$ cat src/rtl/store_buffer.sv
// Store buffer between the MEM stage and a 1024-word data memory: stores queue in
// a circular FIFO and drain in order on cycles with no load; loads forward from it.
module store_buffer #(
  parameter int DEPTH = 4
) (
  input  logic        clk,
  input  logic        rst,
  input  logic [31:0] cpu_addr,
  input  logic        cpu_write,
  input  logic        cpu_read,
  input  logic [31:0] cpu_write_data,
  output logic [31:0] cpu_read_data,
  output logic        stall,
  output logic        empty,
  output logic [31:0] mem_addr,
  output logic        mem_write_enable,
  output logic        mem_read,
  output logic [31:0] mem_write_data,
  input  logic [31:0] mem_read_data
);

  localparam int PTR_W = (DEPTH > 1) ? $clog2(DEPTH) : 1;
  localparam int CNT_W = PTR_W + 1;
  localparam logic [CNT_W-1:0] FULL_COUNT = CNT_W'(DEPTH);

  logic [9:0]       addr_q [DEPTH];
  logic [9:0]       addr_d [DEPTH];
  logic [31:0]      data_q [DEPTH];
  logic [31:0]      data_d [DEPTH];
  logic [PTR_W-1:0] head_q, head_d;
  logic [PTR_W-1:0] tail_q, tail_d;
  logic [CNT_W-1:0] count_q, count_d;

  logic             do_enq;
  logic             do_deq;
  logic             fwd_hit;
  logic [31:0]      fwd_data;
  logic [PTR_W-1:0] fwd_idx;

  assign stall  = cpu_write && (count_q == FULL_COUNT);
  assign empty  = (count_q == '0);
  assign do_enq = cpu_write && !stall;
  assign do_deq = !cpu_read && !empty;

  // Walk oldest to youngest so the last match seen is the youngest store.
  always_comb begin
    fwd_hit  = 1'b0;
    fwd_data = '0;
    fwd_idx  = '0;
    for (int i = 0; i < DEPTH; i++) begin
      fwd_idx = head_q + PTR_W'(i);
      if ((CNT_W'(i) < count_q) && (addr_q[fwd_idx] == cpu_addr[9:0])) begin
        fwd_hit  = 1'b1;
        fwd_data = data_q[fwd_idx];
      end
    end
  end

  always_comb begin
    addr_d  = addr_q;
    data_d  = data_q;
    head_d  = head_q;
    tail_d  = tail_q;
    count_d = count_q;
    if (do_enq) begin
      addr_d[tail_q] = cpu_addr[9:0];
      data_d[tail_q] = cpu_write_data;
      tail_d         = tail_q + 1'b1;
    end
    if (do_deq) begin
      head_d = head_q + 1'b1;
    end
    if (do_enq && !do_deq) begin
      count_d = count_q + 1'b1;
    end else if (do_deq && !do_enq) begin
      count_d = count_q - 1'b1;
    end
  end

  // Loads own the memory port; otherwise the head store drains, else idle.
  always_comb begin
    mem_addr         = cpu_addr;
    mem_write_enable = 1'b0;
    mem_read         = 1'b0;
    mem_write_data   = '0;
    cpu_read_data    = mem_read_data;
    if (cpu_read) begin
      mem_read = 1'b1;
      if (fwd_hit) begin
        cpu_read_data = fwd_data;
      end
    end else if (!empty) begin
      mem_addr         = {22'b0, addr_q[head_q]};
      mem_write_data   = data_q[head_q];
      mem_write_enable = 1'b1;
    end
  end

  always_ff @(posedge clk or negedge rst) begin
    if (!rst) begin
      head_q  <= '0;
      tail_q  <= '0;
      count_q <= '0;
      for (int i = 0; i < DEPTH; i++) begin
        addr_q[i] <= '0;
        data_q[i] <= '0;
      end
    end else begin
      head_q  <= head_d;
      tail_q  <= tail_d;
      count_q <= count_d;
      for (int i = 0; i < DEPTH; i++) begin
        addr_q[i] <= addr_d[i];
        data_q[i] <= data_d[i];
      end
    end
  end

endmodule

$ cat config.mk
export PLATFORM = sky130hd
export DESIGN_NAME = store_buffer
export DESIGN_NICKNAME = d
export VERILOG_FILES = /design/src/rtl/store_buffer.sv
export SDC_FILE = /design/constraint.sdc
export NUM_CORES = 1
export LEC_CHECK = 0
export CAP_MARGIN = 25
export CORE_ASPECT_RATIO = 1.5
export CORE_MARGIN = 2
export CORE_UTILIZATION = 56
export CTS_BUF_LIST = sky130_fd_sc_hd__clkbuf_8 sky130_fd_sc_hd__clkbuf_16
export CTS_CLUSTER_SIZE = 24
export DETAILED_ROUTE_END_ITERATION = 8
export PLACE_DENSITY_LB_ADDON = 0.2
export SYNTH_ARGS = -nofsm -noshare
export SYNTH_HDL_FRONTEND = slang
export SYNTH_SLANG_ARGS = --single-unit
$ cat constraint.sdc
create_clock -name clk -period 4.2 [get_ports clk]
set_input_delay 0.84 -clock clk [delete_from_list [all_inputs] [get_ports clk]]
set_output_delay 0.84 -clock clk [all_outputs]
set_load 0.02 [all_outputs]
==> reports/metrics.cfg <==
[synth]
syn-instance-count = 1339
synth_edf_count = 0
ys_warn_count = 0
avgSynthCellArea_sq_um = 9.631
async_reset_ff_share_pct = 100.0
ys_types = 50
yosys_most_used_dff = dfrtp_1
yosysSeqAreaShare_pct = 33.96
synth_fp_nets = 1448
netlist_area_sq_mm = 0.01290
ys_ff_latch = 175

[routing]
wire_per_inst_microns = 22.00
antenna_left = 0
drc = 0
via_per_inst = 6.418
vias = 12160
drtIter0Drc = 1059
drt-total-wl_microns = 41680
drt_pass1_iterations = 7

[placement]
dp_hpwl_microns = 25940
place_congestion = 0.9064
placed_cells = 1835
post-place-ws_ns = -0.5758
portBuffers = 199

[cts]
cts_max_path_buffers = 2
numClockSinks = 175
ctsRootBufferMaster = clkbuf_16
cts_tree = yes
clk_latency_ns = 0.43
hold_buffers = 0
cts.clk_slew.worst_paths_ns = 0.07
numCtsBuffers = 17
htreeDepth = 4

[timing]
tightest_slew_ns = 0.8780
relSlewSlack_pct = 41.47
finalSetupViolCount = 32
rsz0062_at_grt = true
fin_crit_sh_pct = 106.2
layout_min_cycle_time_ns = 4.460
clock_skew_ns = 0.01000
fmax_mhz = 224.2
worst_slack_ns = -0.2602
finalHoldViolCount = 0
drv_slew = 0

[setup_path]
worstSetupStartpointType = flop
critical_path_arrival_ns = 3.62
ff2ff_path_depth = 7
ff2ff_setup_slack_ns = 1.78
end_kind = output pin
worst_r2r_endpoint = data_q[1]$_DFFE_PN0P_
endpoint = cpu_read_data[24]
r2r-start = count_q[0]$_DFFE_PN0P_
cp_max_fo = 10
worstSetupStartpoint = head_q[1]$_DFFE_PN0P_
crit_type = flop to output pin
required_ns = 3.36

[floorplan]
die_y_microns = 189.9
num_io_pins = 200
die_w_microns = 127.9
core-area_sq_mm = 0.02280
rows = 68
initial_utilization_pct = 56.56
die_area_sq_mm = 0.02428

[status]
violations = negative setup slack
outcome = finished, violations left

[global_route]
globalRouteTotalUtil_pct = 33.22
grt-ovfl-total = 0
grt_max_degree = 114
grt_pass1_wl_microns = 63250
grt_pass1_vias = 12270
antenna_found_initial = 0

[power]
p_per_area_mw_per_mm2 = 804.2
leakagePower_nw = 7.251
peakVddDrop_uv = 480.4

[layout]
multiInputGateArea_sq_mm = 0.008457
fin_cells = 1895
syn_to_final_growth_pct = 35.73
nets = 1712
drive_gt1_share_pct = 36.16
register_area_sq_mm = 0.004387
fillers = 1490
diodes = 0

[flow_run]
maxCapViolations = 0

[min_path]
hold_path_class = input port to asynchronous set/reset pin

routing by layer:
layer | routed length (microns) | track usage [%] | share of wire [%] | up-vias
li1 | - | - | - | 5411
met5 | 0 | 0 | 0 | -
met2 | 21360 | 56.60 | 51 | 629
met1 | 15330 | 38.25 | 37 | 5969
met4 | 2334 | 21.77 | 5.6 | 0
met3 | 2657 | 5.681 | 6.4 | 153
power by group:
group | switching (W) | internal, W
logic | 0.00471 | 0.00456
clock network | 0.000655 | 0.000810
registers | 0.000775 | 0.00257
total | 0.00613 | 0.00794
worst min path at each step:
stage / slack [ns] / depth (start not counted) / end
global route: 0.51 / 1 / data_q[25]$_DFFE_PN0P_
detailed placement: 0.51 / 1 / data_q[124]$_DFFE_PN0P_
finish: 0.44 / 1 / data_q[25]$_DFFE_PN0P_
floorplan: 0.49 / 1 / data_q[100]$_DFFE_PN0P_
global placement: 0.50 / 1 / data_q[124]$_DFFE_PN0P_
CTS: 0.50 / 1 / data_q[25]$_DFFE_PN0P_
cell usage after synthesis, types with 2 or more instances:
master,n,area [sq um]
mux2_2,230,2590
dfrtp_1,175,4379
nand2_1,108,405.4
nor2_1,100,375.4
clkbuf_1,86,322.8
mux2i_1,82,820.8
a21oi_1,77,385.4
o21ai_0,72,360.4
nand3_1,35,175.2
nor3_1,34,170.2
mux4_2,31,698.2
xnor2_1,31,271.5
inv_1,26,97.59
and2_1,22,137.6
o211ai_1,22,165.2
o21a_1,22,165.2
a32oi_1,21,183.9
o22ai_1,21,131.4
buf_2,20,100.1
buf_1,17,63.81
xor2_1,17,148.9
nor4_1,13,81.33
a2bb2oi_1,11,96.34
o31ai_1,11,82.58
ha_1,9,112.6
o311ai_0,7,61.31
buf_4,5,37.54
o311ai_1,5,43.79
buf_6,3,33.78
and3_1,2,12.51
nand3b_1,2,15.01
nand4_1,2,12.51
nor2b_1,2,12.51
o2111a_1,2,22.52
area by class of cell:
cell class | count | share of cell area (%)
Clock inverter | 13 | 0.5004
Timing Repair Buffer | 376 | 21.04
Tap cell | 280 | 2.001
Sequential cell | 175 | 25.06
Clock buffer | 18 | 2.509
Multi-Input combinational cell | 1006 | 48.31
Inverter | 27 | 0.5790
cell families after synthesis:
logic type	after synthesis	synth area share [%]
buf+inv	158	5.113
compound gates	279	13.69
xor+xnor	48	3.260
fa+ha+maj	9	0.8732
simple gates	327	11.24
flops	175	33.96
mux	343	31.86
worst max-delay path, stage by stage, from the launching register on:
cell      delay, ns
dfrtp_4        0.43
buf_6          0.13
mux4_2         0.55
xor2_2         0.20
or4_4          0.56
nand3b_1       0.19
buf_6          0.16
buf_12         0.15
nor3_2         0.18
o211ai_1       0.15
a32oi_2        0.28
buf_4          0.19
cells in the final DEF (no fill, tap or decap), types with 22 or more instances in the layout:
master,instances
o21ai_0,72
a21oi_1,67
mux2_2,230
inv_1,32
nor2_1,100
o21a_1,22
nand3_1,35
buf_12,23
clkdlybuf4s50_1,165
dfrtp_1,173
xnor2_1,26
nand2_1,102
and2_1,22
buf_4,154
o211ai_1,22
mux4_2,31
mux2i_1,80
through the flow:
stage / instance area [sq um] / power [W] / setup TNS [ns] / hold WS [ns] / util, %
finish: 17500 / 0.01408 / -5.948 / 0.4413 / 76.77
global route: 17500 / 0.01489 / -8.205 / 0.5096 / 76.77
CTS: 17210 / 0.01366 / -3.658 / 0.4980 / 75.46
detailed placement: 15990 / 0.01174 / -15.42 / 0.5118 / 70.13
global placement: 15990 / 0.01145 / -15.09 / 0.5018 / 70.13
floorplan: 12900 / 0.008883 / 0 / 0.4923 / -
timing repair:
action	CTS	global route
endpoints found under the setup margin	56	47
setup buffers	23	3
gates cloned	1	3
gates resized for setup	285	44
pin swaps	17	14
registers in the layout, indices dropped and copies added, names as in the netlist:
signal	cells
data_q	128
addr_q	40
count_q	3
head_q	2
tail_q	2
Note: power is estimated with default switching activity, not from simulation.
